[config.mk]
export PLATFORM = sky130hd
export DESIGN_NAME = i2s_tx
export DESIGN_NICKNAME = d
export VERILOG_FILES = /design/src/rtl/i2s_tx.sv
export SDC_FILE = /design/constraint.sdc
export NUM_CORES = 1
export LEC_CHECK = 0
export CAP_MARGIN = 30
export CORE_MARGIN = 2
export CORE_UTILIZATION = 40
export CTS_CLUSTER_SIZE = 20
export DETAILED_ROUTE_END_ITERATION = 7
export SLEW_MARGIN = 10
export SYNTH_ARGS = -nofsm -noshare
export SYNTH_HDL_FRONTEND = slang
export SYNTH_SLANG_ARGS = --single-unit
[constraint.sdc]
create_clock -name sclk -period 4.1 [get_ports sclk]
set_clock_uncertainty 0.05 [all_clocks]
set_input_delay 0.615 -clock sclk [delete_from_list [all_inputs] [get_ports sclk]]
set_output_delay 0.615 -clock sclk [all_outputs]
set_load 0.01 [all_outputs]
[src/rtl/i2s_tx.sv]
// I2S master transmitter: serialises one stereo PCM pair per frame onto bck_o/lrck_o/data_o.
// Latency: a pair accepted during a frame is sent in the next frame; serial outputs are registered.
// Backpressure: single-entry holding register, s_ready low while full; an empty holding register at frame load sends zeros and pulses underrun.
module i2s_tx #(
    parameter int DATA_W   = 24,
    parameter int SLOT_W   = 32,
    parameter int BCK_DIV  = 2,
    parameter bit LEFT_LVL = 1'b0
) (
    input  logic              sclk,
    input  logic              rstn,
    input  logic              en,
    input  logic [DATA_W-1:0] l_data,
    input  logic [DATA_W-1:0] r_data,
    input  logic              s_valid,
    output logic              s_ready,
    output logic              bck_o,
    output logic              lrck_o,
    output logic              data_o,
    output logic              frame_start,
    output logic              underrun
);

    localparam int FW = 2 * SLOT_W;
    localparam int BW = $clog2(FW);
    localparam int DW = (BCK_DIV > 1) ? $clog2(BCK_DIV) : 1;
    localparam logic [BW-1:0] B_LAST   = BW'(FW - 1);
    localparam logic [DW-1:0] DIV_LAST = DW'(BCK_DIV - 1);

    logic [DW-1:0]     div_q, div_d;
    logic              bck_q, bck_d;
    logic [BW-1:0]     b_q, b_d;
    logic              lrck_q, lrck_d;
    logic              data_q, data_d;
    logic [FW-1:0]     frame_q, frame_d;
    logic              fs_q, fs_d;
    logic              ur_q, ur_d;
    logic              full_q, full_d;
    logic              ready_q;
    logic [DATA_W-1:0] hl_q, hl_d;
    logic [DATA_W-1:0] hr_q, hr_d;

    logic          tick;
    logic          fall;
    logic          load;
    logic          accept;
    logic [FW-1:0] load_frame;

    assign tick   = (div_q == DIV_LAST);
    // A bit period ends on the bck_o 1->0 transition; frame load is the one that wraps b.
    assign fall   = en & tick & bck_q;
    assign load   = fall & (b_q == B_LAST);
    assign accept = s_valid & ready_q;

    // Next frame image: left then right, each MSB-aligned in its slot, or silence on underrun.
    always_comb begin
        load_frame = '0;
        if (full_q) begin
            load_frame[FW-1 -: DATA_W]     = hl_q;
            load_frame[SLOT_W-1 -: DATA_W] = hr_q;
        end
    end

    // Serial side: divider, bit index, word select and one-BCK-delayed data shifting.
    always_comb begin
        div_d   = div_q;
        bck_d   = bck_q;
        b_d     = b_q;
        lrck_d  = lrck_q;
        data_d  = data_q;
        frame_d = frame_q;
        fs_d    = 1'b0;
        ur_d    = 1'b0;
        if (!en) begin
            div_d   = '0;
            bck_d   = 1'b0;
            b_d     = B_LAST;
            lrck_d  = ~LEFT_LVL;
            data_d  = 1'b0;
            frame_d = '0;
        end else begin
            div_d = tick ? '0 : div_q + 1'b1;
            if (tick) begin
                bck_d = ~bck_q;
            end
            if (fall) begin
                b_d     = load ? '0 : b_q + 1'b1;
                lrck_d  = (b_d < BW'(SLOT_W)) ? LEFT_LVL : ~LEFT_LVL;
                // The bit leaving the top is the one sent during the new bit period,
                // so the last bit of a frame is still on the wire during b=0.
                data_d  = frame_q[FW-1];
                frame_d = load ? load_frame : (frame_q << 1);
                fs_d    = load;
                ur_d    = load & ~full_q;
            end
        end
    end

    // Holding register: filled by the handshake, drained by a frame load; unaffected by en.
    always_comb begin
        full_d = full_q;
        hl_d   = hl_q;
        hr_d   = hr_q;
        if (load && full_q) begin
            full_d = 1'b0;
        end
        if (accept) begin
            full_d = 1'b1;
            hl_d   = l_data;
            hr_d   = r_data;
        end
    end

    // State registers with synchronous active-low reset.
    always_ff @(posedge sclk) begin
        if (!rstn) begin
            div_q   <= '0;
            bck_q   <= 1'b0;
            b_q     <= B_LAST;
            lrck_q  <= ~LEFT_LVL;
            data_q  <= 1'b0;
            frame_q <= '0;
            fs_q    <= 1'b0;
            ur_q    <= 1'b0;
            full_q  <= 1'b0;
            ready_q <= 1'b1;
            hl_q    <= '0;
            hr_q    <= '0;
        end else begin
            div_q   <= div_d;
            bck_q   <= bck_d;
            b_q     <= b_d;
            lrck_q  <= lrck_d;
            data_q  <= data_d;
            frame_q <= frame_d;
            fs_q    <= fs_d;
            ur_q    <= ur_d;
            full_q  <= full_d;
            ready_q <= ~full_d;
            hl_q    <= hl_d;
            hr_q    <= hr_d;
        end
    end

    assign s_ready     = ready_q;
    assign bck_o       = bck_q;
    assign lrck_o      = lrck_q;
    assign data_o      = data_q;
    assign frame_start = fs_q;
    assign underrun    = ur_q;

endmodule

# Word-level counts from Yosys, hierarchy flattened
# Index checks and enable logic that the tools add are counted.
# word_totals
in_bits	52
reg_bits	126
word_cells	37
out_inout_bits	6
# op_classes
mux	7
magnitude_cmp	1
n_reduce_logical	4
bitwise	10
n_addsub	2
eq_ne	1
# op_table
op	n
$mux 64	1
$mux 24	2
$add 6x1->6 const B	1
$eq 6x6->1 const B	1
$lt 6x6->1 const B	1
$mux 6	1
$and 1x1->1	5
$not 1->1	5
$mux 1	3
$reduce_and 3->1	1
$reduce_or 3->1	1
$reduce_and 2->1	1
$add 1x1->1 const B	1
$logic_and 1x1->1	1

# Longest topological paths before layout
# depth
ltp_word	7
ltp_mapped	6
depth_no_buf	4

# Least setup slack after synthesis
# No wires, ideal clock.
# synth_path
kind	input -> register
start	input port s_valid
end	register hl_q[21]
arrival_ns	1.392
setup_time_ns	0.076
cell_stages	6
required_time_ns	3.974
slack_ns	2.582
path_buffers	3
cell_sequence	and2_1 -> clkbuf_1 -> buf_2 -> buf_2 -> nand2_1 -> a21boi_0
# synth_between
elab_chain_cells	1
# synth_lines
element	line_no	rtl
from (decl)	15	input logic s_valid,
$and 1x1->1	53	assign accept = s_valid & ready_q;
to (signal assigned)	140	hl_q <= hl_d;
to (decl)	40	logic [DATA_W-1:0] hl_q, hl_d;
# No other way between the ends.
# A chain may end at the register's enable or synchronous reset.

==> flow_metrics.py <==
metrics = {
    "floorplan": {
        "ios": 58,
        "core_area_sq_mm": 0.01186,
        "initial_core_util_pct": 40.47,
        "die_area_sq_mm": 0.01289,
        "row_count": 40,
        "die_h_microns": 113.6,
        "die_w_microns": 113.6,
    },
    "pwr": {
        "p_total_w": 0.002755,
        "power_density_mw_per_mm2": 462.5,
        "p_leak_nw": 2.052,
        "irDropWorstVdd_v": 0.0002459,
    },
    "finish": {
        "nFillCells": 1160,
        "area_delta_synth_final_pct": 24.11,
        "fin_nets": 666,
        "diodes": 0,
        "mostFrequentLayoutCells": "nand2_1 (117), dfxtp_1 (117), o21ai_0 (94)",
        "final_core_util_pct": 50.23,
        "drive_gt1_share_pct": 6.400,
    },
    "synth": {
        "synthesis.area_sq_mm": 0.004801,
        "synth_warnings": 0,
        "synthDistinctLibCells": 31,
        "async_flop_share_pct": 0,
        "synth_edf_count": 0,
        "synth_top_cell_by_area": "dfxtp_1",
        "synth-seq-cells": 117,
        "synth_nets": 639,
        "synth.area.top_cells": "dfxtp_1 (49%), o21ai_0 (9.8%), nand2_1 (9.1%)",
        "netlist.area_leader.share_pct": 48.79,
        "ys_seq_area_share_pct": 48.79,
        "synth.avg_cell_area_sq_um": 8.193,
        "synth_ff_type": "dfxtp_1",
        "syn_inst": 586,
    },
    "worst_hold_path": {
        "hold_start": "data_o",
        "holdPathEnd": "data_o",
        "hp-class": "reg -> reg",
        "holdPathStages": 2,
    },
    "place": {
        "dpl.hpwl_microns": 6773,
        "gp_congestion": 0.7352,
        "portBuffers": 57,
    },
    "flow_run": {
        "maxCapViolCount": 0,
    },
    "worst_setup_path": {
        "r2r_start": "b_q[0]",
        "required_ps": 3430,
        "end_kind": "output pin",
        "slowest_delay_ps": 620,
        "crit_fanout": 39,
        "worst-setup-path-type": "reg -> out",
        "crit_family": "buffers and inverters",
        "r2r_cells": 5,
        "cpMaxStageDelayCell": "clkdlybuf4s50_1",
        "reg2reg_setup_slack_ps": 1770,
        "crit_buf_inv": 2,
        "critPathLaunchType": "flip-flop",
        "timing.rr.end": "frame_q[15]",
        "critPathArrivalTime_ps": 1680,
        "crit_chain": "buf_4 -> clkdlybuf4s50_1",
    },
    "routing": {
        "drtPass1Iterations": 4,
        "drt_iter0_drc": 324,
        "via_count": 4286,
        "wire_per_inst_microns": 14.98,
        "drt-total-wl_microns": 11570,
        "vias_per_cell": 5.552,
        "ant_nets": 0,
        "post-route-drc-count": 0,
    },
    "clock_tree": {
        "cts_buffers": 17,
        "clkTransAtPathRegs_ps": 50,
        "ctsHoldBuffers": 0,
        "htreeDepth": 4,
        "clockBufferDepth": 2,
        "cts_root_buf": "clkbuf_16",
        "clkSinkCount": 117,
        "cts_tree": "done",
        "cts_resized": 0,
        "post-cts-setup-buffers": 0,
        "clk_latency_ps": 410,
    },
    "timing": {
        "slew_headroom_pct": 39.61,
        "finalMaxSlewViolations": 0,
        "final.period_utilization_pct": 57.12,
        "worst_pin_slew_ps": 905.9,
        "fin_crit_ps": 2342,
        "rsz0062_at_grt": "false",
        "max_freq_mhz": 427.0,
        "setup_tns_ps": 0,
        "hold_viol": 0,
        "setup_viol": 0,
    },
    "global_route": {
        "grt_pass1_vias": 3981,
        "grt_start_max_net_pins": 59,
        "antenna_found_initial": 0,
        "grt_pass1_wl_microns": 19450,
        "track_usage_pct": 18.74,
        "overflow": 0,
    },
    "run_status": {
        "outcome": "completed",
    },
}
worst max path at each step:
stage / start / endpoint / slack, ps / cells after the start
finish: b_q[5] / lrck_o / 1760 / 2
floorplan: s_valid / hl_q[21] / 2580 / 6
CTS: b_q[5] / lrck_o / 1710 / 2
global route: b_q[0] / frame_q[28] / 1550 / 5
global placement: s_valid / hl_q[11] / 1560 / 5
detailed placement: s_valid / hl_q[12] / 1510 / 5
Yosys cell counts, types with 2 or more instances:
cell,count
clkbuf_1,42
nor2_1,3
or3_1,2
a31oi_1,48
nand2_1,117
dfxtp_1,117
buf_2,15
o211ai_1,10
o21ai_0,94
nand4_1,36
or4_1,2
buf_6,3
a21oi_1,25
and2_1,2
nand3_1,6
o21ai_1,2
a21boi_0,48
per-layer routing:
layer  part of all wire (%)  track usage [%]  vias up
met5                      0                0        -
met4                    1.2            6.098        0
met3                    5.0            5.207       12
met2                     47            29.74      109
met1                     46            24.81     2004
li1                       -                -     2161
layout make-up:
class	count	area, sq um	area share, %
Inverter	1	3.754	0.06300
Sequential cell	117	2342	39.31
Clock inverter	3	40.04	0.6720
Clock buffer	28	526.8	8.841
Tap cell	147	183.9	3.087
Timing Repair Buffer	69	680.7	11.42
Multi-Input combinational cell	407	2181	36.60
flip-flops by register name (all words and copies together) (netlist names):
register     count
frame_q         56
hl_q            24
hr_q            24
b_q              6
bck_o            1
data_o           1
div_q            1
frame_start      1
full_q           1
s_ready          1
underrun         1
metrics by stage:
step	worst slack, ps	instance area [sq um]	instances	hold slack [ps]
after floorplan	2582	4801	586	378.7
after global routing	1552	5958	772	426.0
after detailed placement	1511	5364	740	397.0
after CTS	1711	5931	771	403.8
after global placement	1560	5364	740	395.4
final	1758	5958	772	399.0
worst reg2reg max path, stage by stage, from the launching register on:
cell,delay [ps]
dfxtp_1,370
ha_1,240
and4_1,820
buf_4,420
nand4_1,150
a31oi_1,190
report_power, final:
group	switching, W	total, W	internal [W]
Combinational	0.0000860	0.000165	0.0000793
Clock	0.000470	0.00139	0.000924
Sequential	0.0000226	0.00120	0.00117
logic make-up after synthesis:
group | count (synthesis) | synth area share (%)
buffers and inverters | 62 | 5.786
DFF | 117 | 48.79
xor gates and xnor gates | 2 | 0.3649
and+or+nand+nor | 174 | 16.37
AOI/OAI and AO/OA | 230 | 28.43
adders and majority gates | 1 | 0.2606
No activity file was read; power rests on OpenSTA's default activity.
==> variant 1: new RTL, config.mk and constraints unchanged <==
The parameter `SLOT_W` goes from 32 to 64.
--- a/src/rtl/i2s_tx.sv
+++ b/src/rtl/i2s_tx.sv
@@ -3,7 +3,7 @@
 // Backpressure: single-entry holding register, s_ready low while full; an empty holding register at frame load sends zeros and pulses underrun.
 module i2s_tx #(
     parameter int DATA_W   = 24,
-    parameter int SLOT_W   = 32,
+    parameter int SLOT_W   = 64,
     parameter int BCK_DIV  = 2,
     parameter bit LEFT_LVL = 1'b0
 ) (
Function: no difference found for any inputs over 10 cycles, from zero or initial values and one cycle with rstn low; that may be too few to reach the edited logic, so the function may still have changed.
==> variant 1 against the unedited design <==
Sequential cell count up 33; die area up 27%; synthesized area up 28%; wire length up 25%; final cell count up 23%; total power up 14%; clock power up 4%; global-route usage down 0.13 points; cell area up 22%; register-to-register slack worse by 0.06 ns; setup slack worse by 0.23 ns; critical endpoint unchanged; largest power group is now sequential cells.
==> variant 1: results (changes against the unedited design) <==
[run_status]
status=complete, no violations  ; unchanged

[synthesis]
synthTopCellsByCount=150 x dfxtp_1, 149 x nand2_1, 89 x o21ai_0, 51 x clkbuf_1  ; was 117 x dfxtp_1, 117 x nand2_1, 94 x o21ai_0, 48 x a21boi_0, 48 x a31oi_1
synth_area_leaders=dfxtp_1 49%, nand2_1 9.1%, o21ai_0 7.2%, a21boi_0 6.0%, nand4_1 5.0%  ; was dfxtp_1 49%, o21ai_0 9.8%, nand2_1 9.1%, a21boi_0 7.5%, a31oi_1 6.3%
syn_nets=794  ; was 639

[grt]
grt_pass1_vias=5358  ; was 3981
grt_pass1_wl_um=24920  ; was 19450 um
grt_usage=0.1861  ; was 0.1874
grt_max_degree=55  ; was 59

[critical_path]
cp_max_fo=51  ; was 39
cp_slowest_stage_delay_ns=0.67  ; was 0.62 ns

[layout]
nFillCells=1480  ; was 1160
reg.largest.list=frame_q: 88 flops, hl_q: 24 flops, hr_q: 24 flops  ; was frame_q: 56 flops, hl_q: 24 flops, hr_q: 24 flops
drive_gt1_frac=0.06684  ; was 0.06400

[power_and_ir_drop]
leakagePower_nw=2.344  ; was 2.052 nW
irDropWorstVdd_v=0.0002877  ; was 0.0002459 V

[timing]
hold-worst-slack_ns=0.4007  ; was 0.3990 ns
slew-limit-headroom=0.4318  ; was 0.3961

[drt]
dr.pass1.iters=5  ; was 4
drt_iter0_drc=436  ; was 324
vias_per_cell=5.624  ; was 5.552
wl_per_cell_um=15.22  ; was 14.98 um

[placement]
hpwl_um=8310  ; was 6773 um
gp_congestion=0.7508  ; was 0.7352
place_inst=919  ; was 740
place_area_um2=6724  ; was 5364 um2

[clock_tree]
insertion_delay_ns=0.43  ; was 0.41 ns

variant 1: final timing paths:
kind | end | from | cells after the start
setup / recovery | lrck_o | b_q[6] | 2
hold / removal | frame_q[83] | frame_q[83] | 2
setup reg to reg | underrun | b_q[3] | 4
hold reg to reg | frame_q[83] | frame_q[83] | 2
variant 1: power breakdown:
group | internal, mW | switching (mW) | total [mW]
sequential | 1.49 | 0.0203 | 1.51
combinational | 0.0823 | 0.0993 | 0.182
clock | 0.809 | 0.635 | 1.44
total | 2.38 | 0.755 | 3.14
variant 1: worst min-delay path: stages (launching register included):
cell     delay, ns
dfxtp_1       0.31
nand2_1       0.05
a21oi_1       0.05
variant 1: stage by stage:
stage / utilization / setup WS, ns
6_report: 0.4823 / 1.526
5_1_grt: 0.4823 / 1.442
4_1_cts: 0.4823 / 1.520
3_5_place_dp: 0.4456 / 1.485
3_3_place_gp: 0.4446 / 1.477
2_1_floorplan: - / 2.563
variant 1: cell families after synthesis:
family                     share of synthesized area
AOI/OAI and AO/OA                             0.2802
xor gates and xnor gates                    0.002849
adders and majority gates                   0.002034
buffers and inverters                        0.05799
DFF                                           0.4883
and+or+nand+nor                               0.1687
variant 1: layout make-up:
type	instances	share of cell area
timing repair buffer	71	0.09388
multi-input combinational	507	0.3836
tap	188	0.03232
sequential	150	0.4127
clock buffer	19	0.06224
inverter	3	0.001547
clock inverter	13	0.01376
variant 1: routing by layer:
metal / global-route usage / vias to the layer above / wire, um
met2: 0.3224 / 131 / 6942
met3: 0.04382 / 17 / 637
met4: 0.06852 / 0 / 185
met1: 0.2252 / 2514 / 6708
li1: - / 2686 / -
met5: 0 / - / 0
==> variant 2: new RTL, same settings <==
Made on the original files. Register the output `underrun` once more, with the module's reset; this adds one clock of latency there. The other outputs are not delayed to match.
--- a/src/rtl/i2s_tx.sv
+++ b/src/rtl/i2s_tx.sv
@@ -147,7 +147,13 @@
     assign lrck_o      = lrck_q;
     assign data_o      = data_q;
     assign frame_start = fs_q;
-    assign underrun    = ur_q;
+    always_ff @(posedge sclk) begin
+        if (!rstn) begin
+            underrun <= '0;
+        end else begin
+            underrun <= ur_q;
+        end
+    end
 
 endmodule
 
Function: changed (Yosys sat finds a counterexample within 10 cycles, from zero or initial values and one cycle with rstn low).
==> variant 2 against the unedited design <==
Die area up 0.53%; total power up 4.6%; sequential share of layout area down 0.076 points; wire length down 0.95%; sequential cell count up 1; setup slack worse by 0.0092 ns; clock power up 9%; synthesized area up 0.55%; cell area up 1.0%.
==> variant 2: results (changes against the unedited design) <==
[synthesis]
seq_area_frac_synth=0.4894  ; was 0.4879
synth_area_leaders=dfxtp_1 49%, o21ai_0 9.7%, nand2_1 9.1%, a21boi_0 7.5%, a31oi_1 6.2%  ; was dfxtp_1 49%, o21ai_0 9.8%, nand2_1 9.1%, a21boi_0 7.5%, a31oi_1 6.3%
synthTopCellsByCount=118 x dfxtp_1, 117 x nand2_1, 94 x o21ai_0, 48 x a21boi_0, 48 x a31oi_1  ; was 117 x dfxtp_1, 117 x nand2_1, 94 x o21ai_0, 48 x a21boi_0, 48 x a31oi_1
syn_nets=641  ; was 639
synth.distinct_cells=31  ; unchanged

[layout]
fin_nets=667  ; was 666
antenna_cells=0  ; unchanged
drive_gt1_frac=0.07177  ; was 0.06400

[critical_path]
startpoint=b_q[5]  ; unchanged
reg2reg_slack_ns=1.82  ; was 1.77 ns
cp_max_fo=39  ; unchanged
reg2regPathDepth=5  ; unchanged
worstPathArrival_ns=1.69
cpMaxStageDelayCell=clkdlybuf4s50_1  ; unchanged
reg2reg_to=frame_q[8]  ; was frame_q[15]
cp_slowest_stage_delay_ns=0.62  ; about the same
end_kind=output port  ; unchanged

[drt]
vias_per_cell=5.540  ; was 5.552
ant_nets=0  ; unchanged
drt_iter0_drc=278  ; was 324
dr.pass1.iters=5  ; was 4
drt-total-wl_um=11460  ; was 11570 um

[timing]
max_freq_mhz=425.3  ; was 427.0 MHz
tightest_slew_ns=0.8566  ; was 0.9059 ns

[power_and_ir_drop]
leakagePower_nw=2.088  ; was 2.052 nW
irDropWorstVdd_v=0.0002114  ; was 0.0002459 V

[clock_tree]
clkTransAtPathRegs_ns=0.05  ; about the same
numCtsBuffers=17  ; unchanged

[placement]
gp_congestion=0.7797  ; was 0.7352
io_buffers=57  ; unchanged
hpwl_um=6826  ; was 6773 um

[grt]
grt_usage=0.1883  ; was 0.1874
grt_max_degree=53  ; was 59
grt_pass1_wl_um=19560  ; was 19450 um
grt_pass1_vias=4055  ; was 3981

[hold_path]
min_path_cells=1  ; was 2
min_to=underrun  ; was data_o
hp-start=ur_q  ; was data_o

[run_status]
status=complete, no violations  ; unchanged

==> variant 2: logic make-up (layout without fill, tap and decap cells) <==
group / Yosys count / after routing / share of synthesized area
simple gates: 175 / 175 / 0.1641
xor+xnor: 2 / 2 / 0.003629
flops: 118 / 118 / 0.4894
buf+inv: 62 / 101 / 0.05754
fa+ha+maj: 1 / 1 / 0.002592
compound gates: 230 / 230 / 0.2828
==> variant 2: metrics by stage <==
step / worst slack, ns / utilization / hold slack, ns / instances / instance area, um2
detailed placement: 1.490 / 0.4520 / 0.3717 / 741 / 5384
finish: 1.749 / 0.5055 / 0.3794 / 774 / 6021
global route: 1.619 / 0.5055 / 0.3922 / 774 / 6021
floorplan: 2.582 / - / 0.3619 / 588 / 4827
global placement: 1.519 / 0.4520 / 0.3661 / 741 / 5384
CTS: 1.711 / 0.5032 / 0.3849 / 773 / 5993
==> variant 2: power by group <==
part | switching (mW) | internal, mW | leakage, nW
logic | 0.0876 | 0.0827 | 0.820
registers | 0.0194 | 1.18 | 0.959
clock network | 0.499 | 1.01 | 0.309
total | 0.606 | 2.28 | 2.09
==> variant 2: layout make-up <==
class | instances | area [um2]
fillers | 1147 | 5891
flip-flops and latches | 118 | 2362
multi-input cells | 408 | 2188
repair buffers | 68 | 673.1
clock buffers | 22 | 484.2
well taps | 147 | 183.9
clock inverters | 10 | 125.1
inverters | 1 | 3.754
==> variant 2: worst reg2reg max path, stage by stage, from the launching register on <==
cell	delay, ns
dfxtp_1	0.37
ha_1	0.25
nand4_1	0.41
buf_4	0.44
or4_1	0.55
a21oi_1	0.12
==> variant 2: metal layers <==
layer  up-vias  track usage  routed length [um]
li1       2165            -                   -
met1      2006       0.2509                5534
met2       113       0.2966                5327
met3         4      0.04729                 535
met4         0      0.06992                  59
met5         -            0                   0
